--- src/rtl/vga_pkg.sv ---
// -----------------------------------------------------------------------------
// vga_pkg
//
// Shared constants and types for the VGA colour controller slice.
//   * 640x480@60 timing constants, used as parameter defaults by
//     vga_color_ctrl (counter width and the inclusive visible window).
//   * Channel enumeration used to index the per-channel level registers.
// -----------------------------------------------------------------------------
package vga_pkg;

    // Width of the h/v pixel counters delivered by the sync generator.
    localparam int VGA_CNT_W = 11;

    // Inclusive visible window for 640x480 (800x525 total frame).
    localparam int VGA_H_START = 144;
    localparam int VGA_H_END   = 783;
    localparam int VGA_V_START = 35;
    localparam int VGA_V_END   = 514;

    // Channel index into the level/button arrays.
    typedef enum int {
        CH_R = 0,
        CH_G = 1,
        CH_B = 2
    } chan_e;

    localparam int NUM_CH = 3;

endpackage : vga_pkg

--- src/rtl/vga_color_ctrl_btn_debounce.sv ---
// -----------------------------------------------------------------------------
// btn_debounce
//
// Turns one asynchronous raw push button into a single-cycle press pulse:
// 2-flop synchroniser -> stability-counting debouncer -> rising-edge detect.
//
// A held button produces exactly one pulse; a press therefore reaches the
// consumer's register DEBOUNCE_CYC+3 edges after the first sampling edge:
//   edge 0..1          : synchroniser fills
//   edge 2..DEBOUNCE_CYC+1 : counter sees DEBOUNCE_CYC differing cycles, flips
//   edge DEBOUNCE_CYC+2: registered edge detect raises press_o
//   edge DEBOUNCE_CYC+3: consumer samples press_o
//
// Ports
//   clk_i   : system clock
//   rst_i   : asynchronous active-high reset (clears every flop)
//   btn_i   : raw asynchronous button
//   press_o : one-cycle pulse on each debounced press (release gives none)
// -----------------------------------------------------------------------------
module btn_debounce #(
    parameter int DEBOUNCE_CYC = 250000
) (
    input  logic clk_i,
    input  logic rst_i,
    input  logic btn_i,
    output logic press_o
);

    // Counter only needs to reach DEBOUNCE_CYC-1; keep at least one bit.
    localparam int DB_CW = (DEBOUNCE_CYC > 1) ? $clog2(DEBOUNCE_CYC) : 1;
    localparam logic [DB_CW-1:0] DB_LAST = DB_CW'(DEBOUNCE_CYC - 1);

    logic             sync1_q;
    logic             sync2_q;
    logic [DB_CW-1:0] cnt_q;
    logic [DB_CW-1:0] cnt_d;
    logic             db_q;
    logic             db_d;
    logic             db_prev_q;
    logic             press_q;
    logic             press_d;

    // Counter runs only while the synchronised input disagrees with the
    // accepted state; any agreeing cycle restarts the stability window.
    always_comb begin
        cnt_d = '0;
        db_d  = db_q;
        if (sync2_q != db_q) begin
            if (cnt_q == DB_LAST) begin
                db_d = sync2_q;
            end else begin
                cnt_d = cnt_q + 1'b1;
            end
        end
    end

    // Rising edge of the debounced state only; releases are ignored.
    assign press_d = db_q & ~db_prev_q;

    always_ff @(posedge clk_i or posedge rst_i) begin
        if (rst_i) begin
            sync1_q   <= 1'b0;
            sync2_q   <= 1'b0;
            cnt_q     <= '0;
            db_q      <= 1'b0;
            db_prev_q <= 1'b0;
            press_q   <= 1'b0;
        end else begin
            sync1_q   <= btn_i;
            sync2_q   <= sync1_q;
            cnt_q     <= cnt_d;
            db_q      <= db_d;
            db_prev_q <= db_q;
            press_q   <= press_d;
        end
    end

    assign press_o = press_q;

endmodule : btn_debounce

--- src/rtl/vga_color_ctrl.sv ---
// -----------------------------------------------------------------------------
// vga_color_ctrl
//
// Holds one brightness level per colour channel, stepped by debounced push
// buttons, and drives it onto the VGA colour outputs inside the visible
// window (black during blanking).
//
// Ports
//   clk                 : pixel/system clock, all state on rising edge
//   reset               : asynchronous active-high reset
//   h_counter/v_counter : current pixel position from the sync generator
//   btn_r/btn_g/btn_b   : raw asynchronous channel buttons
//   dir                 : 0 = press increments, 1 = press decrements
//   level_clr           : one-cycle clear of all levels (beats any press)
//   vga_r/vga_g/vga_b   : registered colour outputs
//   active              : registered visible-window flag, aligned with vga_*
// -----------------------------------------------------------------------------
module vga_color_ctrl
    import vga_pkg::*;
#(
    parameter int COLOR_W      = 4,
    parameter int CNT_W        = VGA_CNT_W,
    parameter int H_START      = VGA_H_START,
    parameter int H_END        = VGA_H_END,
    parameter int V_START      = VGA_V_START,
    parameter int V_END        = VGA_V_END,
    parameter int SAT_MODE     = 0,
    parameter int DEBOUNCE_CYC = 250000
) (
    input  logic               clk,
    input  logic               reset,
    input  logic [CNT_W-1:0]   h_counter,
    input  logic [CNT_W-1:0]   v_counter,
    input  logic               btn_r,
    input  logic               btn_g,
    input  logic               btn_b,
    input  logic               dir,
    input  logic               level_clr,
    output logic [COLOR_W-1:0] vga_r,
    output logic [COLOR_W-1:0] vga_g,
    output logic [COLOR_W-1:0] vga_b,
    output logic               active
);

    localparam logic [COLOR_W-1:0] LVL_MAX = {COLOR_W{1'b1}};

    localparam logic [CNT_W-1:0] H_LO = CNT_W'(H_START);
    localparam logic [CNT_W-1:0] H_HI = CNT_W'(H_END);
    localparam logic [CNT_W-1:0] V_LO = CNT_W'(V_START);
    localparam logic [CNT_W-1:0] V_HI = CNT_W'(V_END);

    // One step of a channel level; SAT_MODE selects wrap or clamp at the ends.
    function automatic logic [COLOR_W-1:0] step_level(
        input logic [COLOR_W-1:0] lvl,
        input logic               down
    );
        logic [COLOR_W-1:0] res;
        if (!down) begin
            if (lvl == LVL_MAX) begin
                res = (SAT_MODE != 0) ? LVL_MAX : '0;
            end else begin
                res = lvl + 1'b1;
            end
        end else begin
            if (lvl == '0) begin
                res = (SAT_MODE != 0) ? '0 : LVL_MAX;
            end else begin
                res = lvl - 1'b1;
            end
        end
        return res;
    endfunction

    logic [NUM_CH-1:0]  btn_raw;
    logic [NUM_CH-1:0]  press;

    logic [COLOR_W-1:0] level_q [NUM_CH];
    logic [COLOR_W-1:0] level_d [NUM_CH];

    logic               in_win;
    logic [COLOR_W-1:0] vga_r_q;
    logic [COLOR_W-1:0] vga_r_d;
    logic [COLOR_W-1:0] vga_g_q;
    logic [COLOR_W-1:0] vga_g_d;
    logic [COLOR_W-1:0] vga_b_q;
    logic [COLOR_W-1:0] vga_b_d;
    logic               active_q;

    assign btn_raw = {btn_b, btn_g, btn_r};

    // Button front ends, one per channel.
    for (genvar ch = 0; ch < NUM_CH; ch++) begin : g_btn
        btn_debounce #(
            .DEBOUNCE_CYC (DEBOUNCE_CYC)
        ) u_btn_debounce (
            .clk_i   (clk),
            .rst_i   (reset),
            .btn_i   (btn_raw[ch]),
            .press_o (press[ch])
        );
    end

    // Level update: clear wins over any coincident press; channels are
    // independent so several may step in the same cycle.
    always_comb begin
        for (int c = 0; c < NUM_CH; c++) begin
            level_d[c] = level_q[c];
            if (level_clr) begin
                level_d[c] = '0;
            end else if (press[c]) begin
                level_d[c] = step_level(level_q[c], dir);
            end
        end
    end

    // Visible window is inclusive on both ends.
    assign in_win = (h_counter >= H_LO) && (h_counter <= H_HI) &&
                    (v_counter >= V_LO) && (v_counter <= V_HI);

    // Blanking only masks the outputs; stored levels are untouched.
    always_comb begin
        vga_r_d = '0;
        vga_g_d = '0;
        vga_b_d = '0;
        if (in_win) begin
            vga_r_d = level_q[CH_R];
            vga_g_d = level_q[CH_G];
            vga_b_d = level_q[CH_B];
        end
    end

    always_ff @(posedge clk or posedge reset) begin
        if (reset) begin
            for (int c = 0; c < NUM_CH; c++) begin
                level_q[c] <= '0;
            end
            vga_r_q  <= '0;
            vga_g_q  <= '0;
            vga_b_q  <= '0;
            active_q <= 1'b0;
        end else begin
            for (int c = 0; c < NUM_CH; c++) begin
                level_q[c] <= level_d[c];
            end
            vga_r_q  <= vga_r_d;
            vga_g_q  <= vga_g_d;
            vga_b_q  <= vga_b_d;
            active_q <= in_win;
        end
    end

    assign vga_r  = vga_r_q;
    assign vga_g  = vga_g_q;
    assign vga_b  = vga_b_q;
    assign active = active_q;

endmodule : vga_color_ctrl
--- config.mk ---
export PLATFORM = sky130hd
export DESIGN_NAME = vga_color_ctrl
export DESIGN_NICKNAME = d
export VERILOG_FILES = /design/src/rtl/vga_pkg.sv /design/src/rtl/vga_color_ctrl_btn_debounce.sv /design/src/rtl/vga_color_ctrl.sv
export SDC_FILE = /design/constraint.sdc
export NUM_CORES = 1
export LEC_CHECK = 0
export BUFFER_PORTS_ARGS = -buffer_cell sky130_fd_sc_hd__buf_2
export CAP_MARGIN = 5
export CELL_PAD_IN_SITES_DETAIL_PLACEMENT = 0
export CELL_PAD_IN_SITES_GLOBAL_PLACEMENT = 1
export CORE_MARGIN = 1.5
export CORE_UTILIZATION = 42
export DETAILED_ROUTE_END_ITERATION = 8
export GPL_ROUTABILITY_DRIVEN = 0
export PLACE_DENSITY = 0.78
export SLEW_MARGIN = 20
export SYNTH_ARGS = -nofsm -noshare
export SYNTH_HDL_FRONTEND = slang
export SYNTH_SLANG_ARGS = --single-unit
--- constraint.sdc ---
create_clock -name clk -period 3.2 [get_ports clk]
set_clock_uncertainty 0.1 [all_clocks]
set_input_delay 0.64 -clock clk [delete_from_list [all_inputs] [get_ports clk]]
set_output_delay 0.64 -clock clk [all_outputs]
set_load 0.02 [all_outputs]
# == After elaboration in Yosys (flattened, before gate mapping) ==
# Cells that the tools add are included.
# classes
add_sub_neg,9
order_cmp,4
eq_ne,9
mux,24
bitwise,6
n_reduce_logical,12
# op_table
cell,n
2-to-1 mux 18 bit,6
2-to-1 mux 4 bit,18
adder 18 x 1 -> 18 bit (second input constant),3
equality test 18 bit (second input constant),3
less-or-equal comparator 11 x 10 -> 1 bit (second input constant),2
adder 4 x 1 -> 4 bit (second input constant),3
equality test 4 bit (second input constant),3
zero test 4 bit,3
subtractor 4 x 1 -> 4 bit (second input constant),3
greater-or-equal comparator 11 x 6 -> 1 bit (second input constant),1
greater-or-equal comparator 11 x 8 -> 1 bit (second input constant),1
AND reduction 2 bit,3
nonzero test 2 bit,3
bitwise AND 1 bit,3
logical AND 1 bit,3
inequality test 1 bit,3
inverter 1 bit,3
# word_totals
reg_bits,94
input_bits,29
output_inout_bits,13
word_cells,89

# == Depth between registers and ports, before layout ==
# Gate-level depths: netlist of run 1.
# depth
word_depth,5
depth_mapped,6
depth_no_buf,6

# == Cells and area by module ==
# From an unflattened synthesis of run 1, not the netlist that was laid out.
# unflattened
cells_unflattened,463
area_unflattened_um2,4768.3
# by_module_without_submodules
mod,instances,cells_per_inst,area_each_um2,seq_area_each_um2
btn_debounce,3,107,1112.3,575.6
vga_color_ctrl,1,142,1431.4,625.6

# == Least setup slack after synthesis of run 1 ==
# No wires, ideal clock.
# synth_path
path_type,input to register
start,in v_counter[1]
end,reg vga_r_q[2] (netlist: vga_r[2])
setup_ns,0.135
t_arrival_ns,1.803
t_required_ns,2.965
slack_ns,1.163
stages,5
n_path_buf,1
path_cell_list,a2111oi_0 -> o22ai_1 -> a31oi_1 -> buf_2 -> nor3b_1
# synth_via
elab_chain_cells,4
word_cells_on_any_way,5
cone_classes,2 x order compare; 1 x mux; 2 x reduce/logical
# synth_lines
element,line_no,rtl
"start, declared",vga_color_ctrl.sv:33,"input logic [CNT_W-1:0] v_counter,"
greater-or-equal comparator 11 x 6 -> 1 bit,vga_color_ctrl.sv:118,(v_counter >= V_LO) && (v_counter <= V_HI);
logical AND 1 bit,vga_color_ctrl.sv:117,assign in_win = (h_counter >= H_LO) && (h_counter <= H_HI) &&
logical AND 1 bit (*),vga_color_ctrl.sv:118,
2-to-1 mux 4 bit (*),vga_color_ctrl.sv:125,if (in_win) begin
via vga_r_d[2],vga_color_ctrl.sv:82,logic [COLOR_W-1:0] vga_r_d;
"end signal, assigned",vga_color_ctrl.sv:145,vga_r_q <= vga_r_d;
"end, declared",vga_color_ctrl.sv:81,logic [COLOR_W-1:0] vga_r_q;
# Mark *: on every way through the listed nets, which the timed path passes. The rest lies on a longest branch.
# A chain may end at the register's enable or synchronous reset.

# == Worst setup path in the final report of run 1 ==
# layout_path
start,reg g_btn[0].u_btn_debounce.cnt_q[11]
end,reg g_btn[0].u_btn_debounce.cnt_q[3]
# layout_via
elab_chain_cells,3
# layout_lines
element,line_no,rtl
"start, declared",vga_color_ctrl_btn_debounce.sv:35,logic [DB_CW-1:0] cnt_q;
"start signal, assigned",vga_color_ctrl_btn_debounce.sv:71,cnt_q <= cnt_d;
equality test 18 bit,vga_color_ctrl_btn_debounce.sv:49,if (cnt_q == DB_LAST) begin
2-to-1 mux 18 bit,vga_color_ctrl_btn_debounce.sv:49,
2-to-1 mux 18 bit,vga_color_ctrl_btn_debounce.sv:48,if (sync2_q != db_q) begin
via g_btn[0].u_btn_debounce.cnt_d[3],vga_color_ctrl_btn_debounce.sv:36,logic [DB_CW-1:0] cnt_d;
# The timed path passes the listed nets, and every way through them passes these cells.

==> flow_results.org, run 1 <==
** Logic synthesis
- Number of standard cells after synthesis :: about 440
- Async set-or-reset flop fraction in the synthesized netlist :: 1.00
- In this run the mean area of a mapped cell was 10.3 sq um.
- Synthesis produced a netlist with a net count of 480.
- Count of flip-flops with a built-in enable after synthesis :: 0
- Post-Synthesis Cell Area :: about 4600 sq um
- During synthesis, Yosys emitted a total of 0 warnings.
- Most common flop cell mapped by yosys :: dfrtp_1
- Count of cell types in the netlist :: 53
- Synthesis inferred 94 register bits.
- Share of the yosys chip area belonging to registers :: 0.516

** Clocking
- Post-CTS setup repair buffer count :: 0
- Number of resized instances in the post-cts repair step :: 0
- CTS tree :: built
- Clock-pin slew on the worst setup and hold paths :: 80 ps
- Maximum level of the CTS H-tree :: 3
- Counting the buffers created by CTS gives 9.
- Post-CTS Hold Fix Bufs :: 0
- Root buf cell :: clkbuf_8
- Maximum count of clock buffers along a single path :: 2
- Clock tree synthesis found a total of 94 sinks.
- Worst-Skew Late Latency :: roughly 360 ps

** Power
- Of the total power, the share spent switching nets is 0.230.
- The share of total power dissipated in sequential elements is 0.590.
- Of the total power, the clock network draws 0.358.
- Internal power comes to 1.58 mW.
- Overall power consumption after layout is estimated at 2.05 mW.
- Dividing total power by cell area gives a power density of approximately 400 nW/um^2.
- Share of total power in combinational logic :: 0.052
- The analysis attributes to net switching a power of between 400 and 500 uW.
- Worst IR Drop VDD :: 0.175 mV
- Summed over all cells, the static leakage comes to around 2.2 nW.

** Floorplanning
- During I/O placement, the number of pins put on the boundary was 42.
- After floorplanning, the core was sized to cover 10400 sq um.
- The die is ~110 um wide.
- Starting density of the core :: 0.438
- DIE AREA :: 11500 sq um
- The floorplan has 37 rows.
- Die Height :: 107 um

** Timing
- Fin. max-slew vios :: 0
- Peak Freq :: 470 MHz
- Worst Hold Slack :: 254 ps
- Final critical-path setup slack :: 1070 ps
- The final count of hold timing violations was 0.
- Setup_tns :: 0 ps
- Actual slew at the worst max-slew pin :: 626 ps
- Shortest period the worst path allows :: between 2000 and 2500 ps
- Setup repair after global routing missed its margin :: no
- Final cycle utilization of the critical path :: 0.665
- Final setup fails :: 0
- In this run the tightest slew margin relative to its limit is 0.572.

** GRT
- The via count of the first global-routing pass came to 3244.
- Entering global routing, the biggest net connects 50 pins.
- Antenna violations before repair :: 0
- The first global-routing pass estimated 14700 um of wire.
- GR Overflow Total :: 0
- In the global route stage, overall resource usage came out at 0.158.

** Setup path
- The worst setup path is launched from a flop.
- Data arrives at the worst endpoint at roughly 2300 ps.
- Worst setup EP type :: flop
- FF-to-FF setup slack :: 1070 ps
- Endpoint of the lowest-slack register-to-register path :: g_btn[0].u_btn_debounce.cnt_q[3]$_DFF_PP0_
- Crit Path Category :: reg -> reg
- For the worst setup path, the data required time is about 3400 ps.
- Length in cells of the worst reg-to-reg path :: 5
- Maximum fanout along the worst path :: 11
- The worst register-to-register path begins at g_btn[0].u_btn_debounce.cnt_q[11]$_DFF_PP0_.

** Detailed routing
- In the final routed layout, each cell accounts on average for 12.8 um.
- The final layout contains routed wiring with a total length of 8040 um.
- Starting DRC count in detailed routing :: approximately 210
- Before antenna repair, the detailed router went through 4 iterations.
- For this run, design rule violations remaining after detail routing come to 0.
- The count of nets left with antenna violations once routing finished came out at 0.
- Number of vias after detailed routing :: 3242
- After detailed routing, the number of vias per cell comes to 5.18.

** Min path
- In this run the worst hold path is classified as reg -> reg.
- Critical hold path startpoint :: g_btn[0].u_btn_debounce.sync1_q$_DFF_PP0_
- Along the worst hold path, the cell count comes to 0.
- For hold timing, the worst endpoint is g_btn[0].u_btn_debounce.sync2_q$_DFF_PP0_.

** Layout
- # nets final :: 523
- Final Util :: 0.490
- The area growth from synthesis to layout is 11.8%.
- Number of inserted diodes :: 0
- After routing the design area is 5100 sq um.
- Fill cell total of the finished layout :: 957
- Of the cells placed in the final design, the portion with a size suffix greater than 1 is 0.153.
- Finished Layout Cells :: 626

** Placement
- Worst slack after detailed placement :: between 900 and 1000 ps
- Port-buffer cells :: 37
- In this run the cell area measured after placement is 4910 sq um.
- Once placement completed, the tool counted placed cells totaling 610.
- Total half-perimeter wirelength after legalization and detailed placement :: approximately 5600 um

** Job
- Across the run, the number of max-cap violations was 0.

** Outcome
- The run finished with clean final reports.
critical path, stage by stage, from the launching register on:
cell and delay, ps:
dfrtp_1 430, nor4_1 300, nand4_1 230, o41ai_4 610, buf_4 270, nor2_1 60
per-layer routing:
metal | track usage | vias to the layer above | share of wire
li1 | - | 1644 | -
met1 | 0.210 | 1533 | 0.49
met2 | 0.257 | 53 | 0.46
met3 | 0.0237 | 12 | 0.033
met4 | 0.0686 | 0 | 0.018
met5 | 0 | - | 0
power by group through the flow:
stage | clock network (mW) | logic [mW] | registers, mW
floorplan | 0 | 0.0708 | 1.23
global placement | 0 | 0.109 | 1.23
detailed placement | 0 | 0.111 | 1.23
CTS | 0.771 | 0.111 | 1.21
global route | 0.806 | 0.125 | 1.21
finish | 0.734 | 0.107 | 1.21
logic make-up (layout without fill, tap and decap cells):
| logic type | count (synthesis) | count (layout) | synth area share |
|---|---|---|---|
| adder cells (fa/ha/maj) | 9 | 9 | 0.0247 |
| XOR/XNOR | 49 | 49 | 0.0941 |
| AO/OA/AOI/OAI | 55 | 55 | 0.0922 |
| buffers and inverters | 32 | 80 | 0.0307 |
| flip-flops | 94 | 94 | 0.516 |
| multiplexers | 5 | 5 | 0.0121 |
| AND/OR/NAND/NOR | 198 | 198 | 0.230 |
registers in the layout, summed over array words and instances, names as in the netlist:
name	count
g_btn.u_btn_debounce.sync1_q	3
vga_r	4
g_btn.u_btn_debounce.cnt_q	54
level_q	12
g_btn.u_btn_debounce.press_o	3
g_btn.u_btn_debounce.sync2_q	3
vga_b	4
g_btn.u_btn_debounce.db_prev_q	3
active	1
vga_g	4
g_btn.u_btn_debounce.db_q	3
synthesized netlist by cell type, drive strengths merged (9+ instances only):
| master | instances | area, sq um |
|---|---|---|
| ha | 9 | 113 |
| dfrtp | 94 | 2350 |
| xnor2 | 33 | 289 |
| nor2 | 68 | 255 |
| xor2 | 16 | 140 |
| a21oi | 17 | 85.1 |
| inv | 21 | 78.8 |
| nand3 | 23 | 133 |
| o21ai | 10 | 50.1 |
| nor3 | 18 | 90.1 |
| nand2 | 17 | 63.8 |
| nand4 | 16 | 115 |
| nor4 | 17 | 106 |
layout make-up:
cell class / count / area, sq um / share of cell area
clock inverter: 4 / 20.0 / 0.00393
timing repair buffer: 43 / 243 / 0.0476
inverter: 21 / 81.3 / 0.0159
multi-input combinational: 316 / 2070 / 0.406
sequential: 94 / 2350 / 0.461
tap: 136 / 170 / 0.0334
clock buffer: 12 / 165 / 0.0324
worst max path at each step:
stage / start / end / slack, ps / cells after the start
floorplan: reset / active$_DFF_PP0_ / 10 / 1
global placement: dir / level_q[8]$_DFFE_PP0P_ / 1030 / 4
detailed placement: dir / level_q[8]$_DFFE_PP0P_ / 930 / 4
CTS: g_btn[0].u_btn_debounce.cnt_q[11]$_DFF_PP0_ / g_btn[0].u_btn_debounce.cnt_q[3]$_DFF_PP0_ / 1070 / 5
global route: g_btn[0].u_btn_debounce.cnt_q[11]$_DFF_PP0_ / g_btn[0].u_btn_debounce.cnt_q[2]$_DFF_PP0_ / 870 / 5
finish: g_btn[0].u_btn_debounce.cnt_q[11]$_DFF_PP0_ / g_btn[0].u_btn_debounce.cnt_q[3]$_DFF_PP0_ / 1070 / 5
cell usage in the layout, fill, tap and decap left out, drive strengths merged, types with 6 or more instances in the layout:
cell type	count
a21oi	17
buf	43
clkbuf	12
dfrtp	94
ha	9
inv	21
nand2	17
nand3	23
nand4	16
nor2	68
nor2b	6
nor3	18
nor4	17
o21ai	10
or3	7
or4	6
xnor2	33
xor2	16
Note: power is estimated with default switching activity, not from simulation.
==> run 2, diff against run 1 <==
--- a/config.mk
+++ b/config.mk
@@ -5,12 +5,13 @@
 export SDC_FILE = /design/constraint.sdc
 export NUM_CORES = 1
 export LEC_CHECK = 0
+export ABC_AREA = 1
 export BUFFER_PORTS_ARGS = -buffer_cell sky130_fd_sc_hd__buf_2
 export CAP_MARGIN = 5
 export CELL_PAD_IN_SITES_DETAIL_PLACEMENT = 0
 export CELL_PAD_IN_SITES_GLOBAL_PLACEMENT = 1
 export CORE_MARGIN = 1.5
-export CORE_UTILIZATION = 42
+export CORE_UTILIZATION = 40
 export DETAILED_ROUTE_END_ITERATION = 8
 export GPL_ROUTABILITY_DRIVEN = 0
 export PLACE_DENSITY = 0.78
==> constraint.sdc (replaced) <==
create_clock -name clk -period 1.73 [get_ports clk]
set_clock_uncertainty 0.1 [all_clocks]
set_input_delay 0.346 -clock clk [delete_from_list [all_inputs] [get_ports clk]]
set_output_delay 0.346 -clock clk [all_outputs]
set_load 0.02 [all_outputs]
==> flow_results.org, run 2 <==
** Outcome
- Status :: complete, no violations

** Logic synthesis
- In the synthesized netlist the dominant register cell turns out to be dfrtp_1.
- Counting every net in the synthesized netlist gives 646.
- Synthesis instantiated 32 different standard cells from the library.
- Number of warning messages in the yosys log :: 0
- Count of flip-flops with a built-in enable after synthesis :: 0
- A synthesized cell averages about 8.0 sq um.
- The biggest area contributor in the post-synthesis netlist is dfrtp_1.
- In the synthesized netlist the async set-or-reset flop fraction comes to 1.00.
- By count the netlist is led by nor2_1 (140), nand2_1 (110), dfrtp_1 (94).
- The synthesized netlist occupies a cell area of just under 5000 sq um.
- In this run, synthesis produced a sequential element count of 94.
- Synthesis produced a netlist whose cell count is 608.
- Share of the yosys chip area belonging to registers :: 0.483
- Top area cells in the synthesized netlist :: dfrtp_1 (48%), nor2_1 (11%), nand2_1 (8.5%)
- Of the post-synthesis cell area, the dominant cell type holds 0.483.
- By instance count, the leading cell after synthesis is nor2_1.

** Setup path
- STA classifies the critical path endpoint as a flop.
- The worst register-to-register path begins at g_btn[1].u_btn_debounce.cnt_q[0]$_DFF_PP0_.
- Maximum fanout along the worst path :: 7
- The critical path goes through ha_1, nand2_2, nor2_1, nand2_1, nor2_1, nand2_1, nand2_2, nor2_1.
- The worst setup path is launched from a flop.
- By startpoint and endpoint, the worst setup path is classified as reg -> reg.
- The critical path starts at g_btn[1].u_btn_debounce.cnt_q[0]$_DFF_PP0_.
- Most common cell on crit path :: nor2_1
- Data arrives at the worst endpoint at 1690 ps.
- The slowest stage of the critical path belongs to the cell dfrtp_1.
- Data on the critical path is required at its endpoint by 1860 ps.
- Longest individual stage delay on the worst path :: 380 ps

** Detailed routing
- The first TritonRoute pass finished after 4 iterations.
- Routed WL per cell :: between 10 and 15 um
- In the final routing, the length of wire on met1 measures 4550 um.
- For this block, the routed nets add up to 9400 um of wire.
- Met2 Wirelength :: 4410 um
- The routed layout has 3830 vias.
- The count of nets left with antenna violations once routing finished came out at 0.
- The first routing iteration left 236 violations.
- After detailed routing, the met3 layer carries ~310 um of wire.
- Signal routing reaches up to met4.
- Remaining DRCs :: 0
- Via-to-Cell Ratio :: 4.70

** Power
- Of the total power, the clock network draws 0.454.
- Part of the power in registers :: 0.469
- The share of total power dissipated in combinational logic is 0.076.
- Leakage power figure :: 2.55 nW
- Power comes to 4.89 mW.
- Across the VDD grid, the largest voltage drop is 0.486 mV.
- For this design the ratio of total power to cell area is 861 nW/um^2.
- Fraction of power spent switching nets :: 0.223
- For this design the total switching power over the nets is 1.09 mW.
- P_int :: 3.80 mW

** Min path
- The worst hold path begins at g_btn[2].u_btn_debounce.sync1_q$_DFF_PP0_.
- Class of the worst hold path :: reg -> reg

** Clocking
- Maximum level of the CTS H-tree :: 3
- CTS Buf Count :: 9
- CTS tree :: built
- After clock tree synthesis, the clock-pin slew on the worst setup and hold paths is 60 ps.
- Number of sinks handled by clock tree synthesis :: 94
- Root buf cell :: clkbuf_16
- Maximum count of clock buffers along a single path :: 2
- Post-CTS setup repair buffer count :: 0
- Worst-Skew Late Latency :: 350 ps

** Layout
- # nets final :: 702
- The library cell used most frequently in the layout, excluding fill and tap cells, is nor2_1.
- Relative area change from synthesis to final layout :: 16.6%
- Largest registers :: g_btn.u_btn_debounce.cnt_q (54), level_q (12)
- Largest register FFs :: 54
- Final Util :: 0.475
- The library cells used most frequently in the layout, excluding fill and tap cells, are nor2_1 (140), nand2_1 (110), dfrtp_1 (94).
- Share of cells above drive strength 1 :: 0.147
- g_btn.u_btn_debounce.cnt_q holds more flip-flops than any other register.
- The finished layout holds about 820 standard cells, fillers aside.
- Number of inserted diodes :: 0

** GRT
- Entering global routing, the biggest net connects 44 pins.
- The first global-routing pass estimated 16400 um of wire.
- After global routing the overflow that remains totals 0.
- The via count of the first global-routing pass was roughly 3.7k.
- For this run, the total global-route usage over all layers was measured as 0.159.
- Antenna violations before repair :: 0

** Placement
- In this run the tool buffered the top-level ports with 37 buffer cells.
- Cell Count Post-Placement :: a little under 800
- Prior to clock tree synthesis, the placed netlist has a worst setup slack of between 150 and 200 ps.
- Total half-perimeter wirelength after legalization and detailed placement :: 7030 um

** Timing
- Final setup fails :: 0
- The worst pin sits at a relative slew slack of 0.754.
- Dividing the final minimum period by the clock period gives 0.900.
- Peak Freq :: 643 MHz
- Shortest period the worst path allows :: 1560 ps
- The final count of hold timing violations was 0.
- For the pin with the worst max-slew slack, the measured transition is 368 ps.
- Final critical-path setup slack :: 174 ps
- Setup repair after global routing missed its margin :: no
- Setup_tns :: 0 ps
- The total count of max-transition violations in the final report was 0.

** Floorplanning
- Count of standard-cell rows :: 40
- Measured along the x axis, the die boundary spans 113 um.
- Die Height :: approximately 110 um
- CORE AREA :: 12000 sq um
- Starting density of the core :: 0.407
- DIE AREA :: 12800 sq um
- Top-Level Pins :: 42

** Job
- Max_cap viols :: 0
run 2: power by group through the flow:
stage | combinational, mW | sequential (mW) | clock [mW]
after floorplan | 0.260 | 2.33 | 0
after global placement | 0.371 | 2.33 | 0
after detailed placement | 0.372 | 2.34 | 0
after CTS | 0.380 | 2.29 | 2.30
after global routing | 0.437 | 2.30 | 2.38
final | 0.374 | 2.29 | 2.22
run 2: layout make-up:
| class | count | area [sq um] |
|---|---|---|
| Timing Repair Buffer | 47 | 295 |
| Multi-Input combinational cell | 438 | 2230 |
| Fill cell | 1190 | 6280 |
| Tap cell | 147 | 184 |
| Sequential cell | 94 | 2350 |
| Clock inverter | 6 | 111 |
| Inverter | 74 | 282 |
| Clock buffer | 9 | 225 |
run 2: final timing paths:
check,endpoint,slack [ps],depth (start not counted)
min reg2reg,g_btn[2].u_btn_debounce.sync2_q$_DFF_PP0_,250,0
max,g_btn[1].u_btn_debounce.cnt_q[12]$_DFF_PP0_,170,8
max in group asynchronous,level_q[6]$_DFFE_PP0P_,590,4
min in group asynchronous,g_btn[0].u_btn_debounce.cnt_q[5]$_DFF_PP0_,430,3
max reg2reg,g_btn[1].u_btn_debounce.cnt_q[12]$_DFF_PP0_,170,8
min,g_btn[2].u_btn_debounce.sync2_q$_DFF_PP0_,250,0
run 2: timing repair:
| action | CTS | global route |
|---|---|---|
| hold endpoints to repair | 14 | 1 |
| resized for setup | 0 | 1 |
| setup endpoints to repair | 0 | 1 |
| hold buffers | 3 | 1 |
run 2: layer usage:
metal	up-vias	track usage
met5	-	0
met1	1747	0.206
met3	12	0.0514
met4	0	0.0500
li1	2028	-
met2	43	0.254
run 2: cells by family after synthesis:
| family | synth area share |
|---|---|
| fa+ha+maj | 0.0231 |
| xor+xnor | 0.0604 |
| buf+inv | 0.0601 |
| flops | 0.483 |
| compound gates | 0.0555 |
| simple gates | 0.318 |
run 2: critical path, delay by kind of cell, from the launching register on:
family / cells / cell delay, ps
fa+ha+maj: 1 / 210
flops: 1 / 380
simple gates: 7 / 740
run 2: metrics by stage:
step                      instance area, sq um  hold WS (ps)
after floorplan                           4870           231
after detailed placement                  5300           246
final                                     5680           250
after CTS                                 5660          5.27
after global routing                      5680           255
after global placement                    5300           239
